==> config.mk <==
export PLATFORM = sky130hd
export DESIGN_NAME = uart_tx_arbiter
export DESIGN_NICKNAME = d
export VERILOG_FILES = /design/src/rtl/uart_tx_arbiter.sv
export SDC_FILE = /design/constraint.sdc
export NUM_CORES = 1
export LEC_CHECK = 0
export CAP_MARGIN = 20
export CORE_MARGIN = 3
export CORE_UTILIZATION = 55
export DETAILED_ROUTE_END_ITERATION = 7
export GPL_ROUTABILITY_DRIVEN = 0
export PLACE_DENSITY = 0.85
export SLEW_MARGIN = 5
export SYNTH_ARGS = -nofsm -noshare
export SYNTH_HDL_FRONTEND = slang
export SYNTH_SLANG_ARGS = --single-unit
==> constraint.sdc <==
create_clock -name sys_clk -period 2.45 [get_ports sys_clk]
set_input_delay 0.3675 -clock sys_clk [delete_from_list [all_inputs] [get_ports sys_clk]]
set_output_delay 0.3675 -clock sys_clk [all_outputs]
set_load 0.05 [all_outputs]
==> src/rtl/uart_tx_arbiter.sv <==
`default_nettype none
// uart_tx_arbiter: four one-byte holding slots sharing a single UART transmitter with an enforced inter-byte gap.
// Define UART_TX_ARB_RR_EN for round-robin selection; fixed priority (requester 0 highest) otherwise.
module uart_tx_arbiter #(
   parameter int GAP_CYCLES = 16
) (
   input  logic        sys_clk,
   input  logic        sys_rst_n,
   input  logic [3:0]  req_valid,
   input  logic [31:0] req_data,
   output logic [3:0]  req_ready,
   input  logic        uart_busy,
   output logic        uart_en,
   output logic [7:0]  uart_data,
   output logic [1:0]  grant_id
);

   typedef enum logic [2:0] {
      S_IDLE = 3'd0,
      S_SEND = 3'd1,
      S_ARM  = 3'd2,
      S_WAIT = 3'd3,
      S_GAP  = 3'd4
   } state_t;

   state_t     state_q, state_d;
   logic [3:0] pending_q, pending_d;
   logic [3:0] accept;
   logic [7:0] slot_q [4];
   logic       arm_q, arm_d;
   logic [7:0] gap_q, gap_d;
   logic [7:0] data_q, data_d;
   logic [1:0] grant_q, grant_d;
   logic       win_found;
   logic [1:0] win_idx;

   assign accept    = req_valid & ~pending_q;
   assign req_ready = ~pending_q;
   assign uart_data = data_q;
   assign grant_id  = grant_q;

   generate
      for (genvar i = 0; i < 4; i++) begin : g_slot
         always_ff @(posedge sys_clk or negedge sys_rst_n) begin
            if (!sys_rst_n) begin
               slot_q[i] <= 8'h00;
            end else if (accept[i]) begin
               slot_q[i] <= req_data[8*i +: 8];
            end
         end
      end
   endgenerate

`ifdef UART_TX_ARB_RR_EN
   logic [1:0] rr_q, rr_d;

   // Search starts one past the last grant so a busy requester cannot starve the others.
   always_comb begin
      win_found = 1'b0;
      win_idx   = 2'd0;
      for (int k = 0; k < 4; k++) begin
         if (!win_found && pending_q[rr_q + 2'(k)]) begin
            win_found = 1'b1;
            win_idx   = rr_q + 2'(k);
         end
      end
   end

   always_ff @(posedge sys_clk or negedge sys_rst_n) begin
      if (!sys_rst_n) begin
         rr_q <= 2'd0;
      end else begin
         rr_q <= rr_d;
      end
   end
`else
   always_comb begin
      win_found = 1'b0;
      win_idx   = 2'd0;
      for (int k = 3; k >= 0; k--) begin
         if (pending_q[k]) begin
            win_found = 1'b1;
            win_idx   = 2'(k);
         end
      end
   end
`endif

   always_comb begin
      state_d   = state_q;
      pending_d = pending_q | accept;
      arm_d     = arm_q;
      gap_d     = gap_q;
      data_d    = data_q;
      grant_d   = grant_q;
      uart_en   = 1'b0;
`ifdef UART_TX_ARB_RR_EN
      rr_d      = rr_q;
`endif
      case (state_q)
         S_IDLE: begin
            // A winner is always pending, hence never accepting on this edge.
            if (win_found) begin
               data_d             = slot_q[win_idx];
               grant_d            = win_idx;
               pending_d[win_idx] = 1'b0;
               state_d            = S_SEND;
`ifdef UART_TX_ARB_RR_EN
               rr_d               = win_idx + 2'd1;
`endif
            end
         end
         S_SEND: begin
            uart_en = 1'b1;
            arm_d   = 1'b0;
            state_d = S_ARM;
         end
         S_ARM: begin
            // Blind window covering the transmitter's busy-rise latency.
            if (arm_q) begin
               state_d = S_WAIT;
            end else begin
               arm_d = 1'b1;
            end
         end
         S_WAIT: begin
            if (!uart_busy) begin
               if (GAP_CYCLES == 0) begin
                  state_d = S_IDLE;
               end else begin
                  state_d = S_GAP;
                  gap_d   = 8'(GAP_CYCLES - 1);
               end
            end
         end
         S_GAP: begin
            if (gap_q == 8'd0) begin
               state_d = S_IDLE;
            end else begin
               gap_d = gap_q - 8'd1;
            end
         end
         default: begin
            state_d = S_IDLE;
         end
      endcase
   end

   always_ff @(posedge sys_clk or negedge sys_rst_n) begin
      if (!sys_rst_n) begin
         state_q   <= S_IDLE;
         pending_q <= 4'b0000;
         arm_q     <= 1'b0;
         gap_q     <= 8'd0;
         data_q    <= 8'h00;
         grant_q   <= 2'd0;
      end else begin
         state_q   <= state_d;
         pending_q <= pending_d;
         arm_q     <= arm_d;
         gap_q     <= gap_d;
         data_q    <= data_d;
         grant_q   <= grant_d;
      end
   end

endmodule
`default_nettype wire

==> flow_summary.json <==
{
  "synthDistinctLibCells": 37,
  "layout-drive-gt1-share_pct": 21.6,
  "grt_usage_pct": 22.2,
  "ctsResizeCount": 0,
  "numCtsBuffers": 9,
  "fin_setup_tns_ps": 0,
  "p_leak_nw": 1.45,
  "outcome": "completed",
  "synth-compound-area-share_pct": 15.1,
  "irDropWorstVdd_v": 0.000646,
  "detail_route.wl_per_cell_um": 16.2,
  "dr_total_vias": 1967,
  "number_of_antenna_violations_at_the_first_check_in_global_routing": 0,
  "drc": 0,
  "grt_start_max_net_pins": 59,
  "cp_max_fo": 14,
  "cell_at_the_root_of_the_clock_tree": "clkbuf_8",
  "place_inst": 327,
  "post_synthesis_net_count": 267,
  "bufs_on_longest_clock_path": 2,
  "initial_utilization_pct": 59.1,
  "timing.critical_path.arrival_ps": 1940,
  "clock_pin_slew_reported_for_the_worst_setup_and_hold_paths_after_clock_tree_synthesis_ps": 70,
  "critical_path.reg2reg.endpoint": "uart_data[7]",
  "finalWorstPathRequiredPeriod_ps": 2300,
  "synthesis.yosys.warnings": 0,
  "power-per-cell-area_nw_per_um2": 1280,
  "antenna_cells": 0,
  "ctsHoldBuffers": 0,
  "nets": 327,
  "timing.max_cap.violations": 0,
  "postSynthRegisterBits": 58,
  "reg_to_reg_setup_timing_slack_ps": 620,
  "grt_pass1_vias": 1955,
  "timing.final.setup_violations": 0,
  "drt-pass1-iter-count": 4,
  "critPathCaptureType": "primary output",
  "syn-mean-instance-area_sq_um": 11.8,
  "die-width_um": 75.6,
  "die-area_sq_um": 5710,
  "syn-instance-count": 226,
  "hold_violations": 0,
  "worstSetupStartpoint": "pending_q[2]",
  "core_area_sq_um": 4500,
  "synth_simple_gate_area_share_pct": 11.1,
  "detailedRoute.firstIterationViolations": 139,
  "detailedPlacementHpwl_mm": 3.98,
  "die_h_um": 75.6,
  "sequential_area_share_after_synthesis_pct": 54.5,
  "reg2reg_depth": 4,
  "netlist_area_sq_um": 2660,
  "grt_first_pass_wirelength_mm": 9.15,
  "library_cell_occupying_the_most_area_in_the_post_synthesis_netlist": "dfrtp_1",
  "post_route_wl_mm": 5.57,
  "cts_tree": "yes",
  "h_tree_level_count": 3,
  "yosys.area.top_type_share_pct": 54.5,
  "fmaxAchievable_mhz": 434,
  "worstMarginPinSlew_ps": 719,
  "num_io_pins": 54,
  "synth.area.top_cells": "dfrtp_1 55%, mux2_2 14%, a22oi_1 2.5%",
  "cp.required_ps": 2080,
  "grt_setup_unrepaired": "no",
  "synth_area_in_xor_xnor_pct": 0.329,
  "yosys.area_share.adder_pct": 0.940,
  "tritoncts_num_sinks": 58,
  "drtAntennaViolNets": 0,
  "std_cell_rows": 24,
  "share_of_the_cycle_needed_by_the_critical_path_after_routing_pct": 94.0,
  "max-slew-margin-rel_pct": 51.7,
  "cts_setup_buffers": 0,
  "syn2layout_area_growth_pct": 30.8,
  "finalMaxSlewViolations": 0,
  "placement.io_buffers": 53,
  "start_kind": "flop",
  "final-instance-count-excl-fill": 343,
  "synth_top_family_by_area": "compound AO/OA/AOI/OAI gates",
  "holdCritPathClass": "input port to async pin",
  "critical_path.reg2reg.startpoint": "state_q[1]",
  "gr-total-overflow": 0,
  "detail_route.vias_per_cell": 5.73,
  "clock_latency_ps": 340,
  "yosys-mux-area-fraction_pct": 14.5,
  "worst-setup-path-type": "flop to primary output",
  "worst_clock_skew_ps": 6.84
}
flip-flops by register name (all words and copies together), names as in the netlist:
register	cells
slot_q	32
gap_q	8
uart_data	8
pending_q	4
state_q	3
grant_id	2
arm_q	1
cell families (layout without fill, tap and decap cells):
family | Yosys count | count (layout)
flip-flops | 58 | 58
XOR/XNOR | 1 | 1
buffers and inverters | 20 | 85
AO/OA/AOI/OAI | 54 | 54
adder cells (fa/ha/maj) | 2 | 2
AND/OR/NAND/NOR | 57 | 57
multiplexers | 34 | 34
cells in the mapped netlist:
master and number:
o21ai_0 11, dfrtp_1 58, nand2b_1 2, clkbuf_1 8, nor2_1 18, or3b_4 1
a22o_1 7, o22a_1 1, nor3_2 1, nor3_1 7, or2_2 1, nand4b_1 1
a211oi_1 1, inv_1 8, a22oi_1 9, o311ai_0 1, mux2_2 32, a31oi_1 10
nand3_2 1, nor2b_1 8, a21o_1 2, o22ai_1 1, nor3b_1 1, nand4_1 1
ha_1 2, or3_1 3, a2111oi_4 1, mux2_4 1, buf_4 3, mux2i_1 1
nand2_1 9, nand3_1 2, xnor2_1 1, a21oi_1 8, a31oi_4 2, nand3b_1 1
buf_6 1
cell type report:
type	instances	area [sq um]
tap	52	65.1
clock buffer	12	145
fill	278	1020
timing repair buffer	61	598
inverter	8	30.0
multi-input combinational	148	1120
clock inverter	4	75.1
sequential	58	1450
how the worst max path moves through the flow:
stage / to / depth (start not counted) / slack (ps)
final: req_ready[2] / 2 / 150
after global routing: uart_en / 3 / 30
after CTS: req_ready[2] / 2 / 140
after detailed placement: req_ready[2] / 2 / 510
after global placement: req_ready[2] / 2 / 530
after floorplan: uart_en / 2 / 480
cells in the final DEF (no fill, tap or decap), types with 2 or more instances in the layout:
cell type        netlist  routed
a21o_1                 2       2
nor2b_1                8       8
clkbuf_8               0      10
nand3_1                2       2
bufinv_16              0       2
buf_4                  3       7
o21ai_0               11      11
nand2b_1               2       2
a22oi_1                9       9
a22o_1                 7       7
inv_1                  8       8
dfrtp_1               58      58
a21oi_1                8       8
ha_1                   2       2
nor3_1                 7       7
a31oi_4                2       2
clkbuf_1               8       2
nor2_1                18      18
or3_1                  3       3
nand2_1                9       9
a31oi_1               10      10
clkinvlp_4             0       2
clkdlybuf4s50_1        0      52
mux2_2                32      32
power breakdown:
| group | switching, W | internal, W | leakage (nW) | total [W] |
|---|---|---|---|---|
| sequential | 0.000323 | 0.00138 | 0.678 | 0.00170 |
| combinational | 0.000963 | 0.000812 | 0.665 | 0.00177 |
| clock | 0.000383 | 0.000601 | 0.103 | 0.000984 |
| total | 0.00167 | 0.00279 | 1.45 | 0.00446 |
layer usage:
layer / vias to the layer above / wire [um] / track usage (%)
met1: 962 / 2670 / 29.5
li1: 941 / - / -
met3: 11 / 300 / 7.65
met4: 0 / 103 / 10.7
met5: - / 0 / 0
met2: 53 / 2490 / 32.5
critical path: stages, from the launching register on:
cell             delay [ps]
dfrtp_1                 530
inv_1                   220
clkdlybuf4s50_1         850
stage by stage:
step | setup WS, ps | cell area, sq um | power [W] | hold WS (ps) | util [%]
after floorplan | 475 | 2660 | 0.00296 | 71.9 | -
after global placement | 530 | 3260 | 0.00342 | 393 | 72.4
after detailed placement | 510 | 3260 | 0.00349 | 393 | 72.4
after CTS | 140 | 3480 | 0.00447 | 23.3 | 77.3
after global routing | 32.6 | 3480 | 0.00473 | 18.0 | 77.3
final | 147 | 3480 | 0.00446 | 17.6 | 77.3
(Power assumes the default switching activity.)
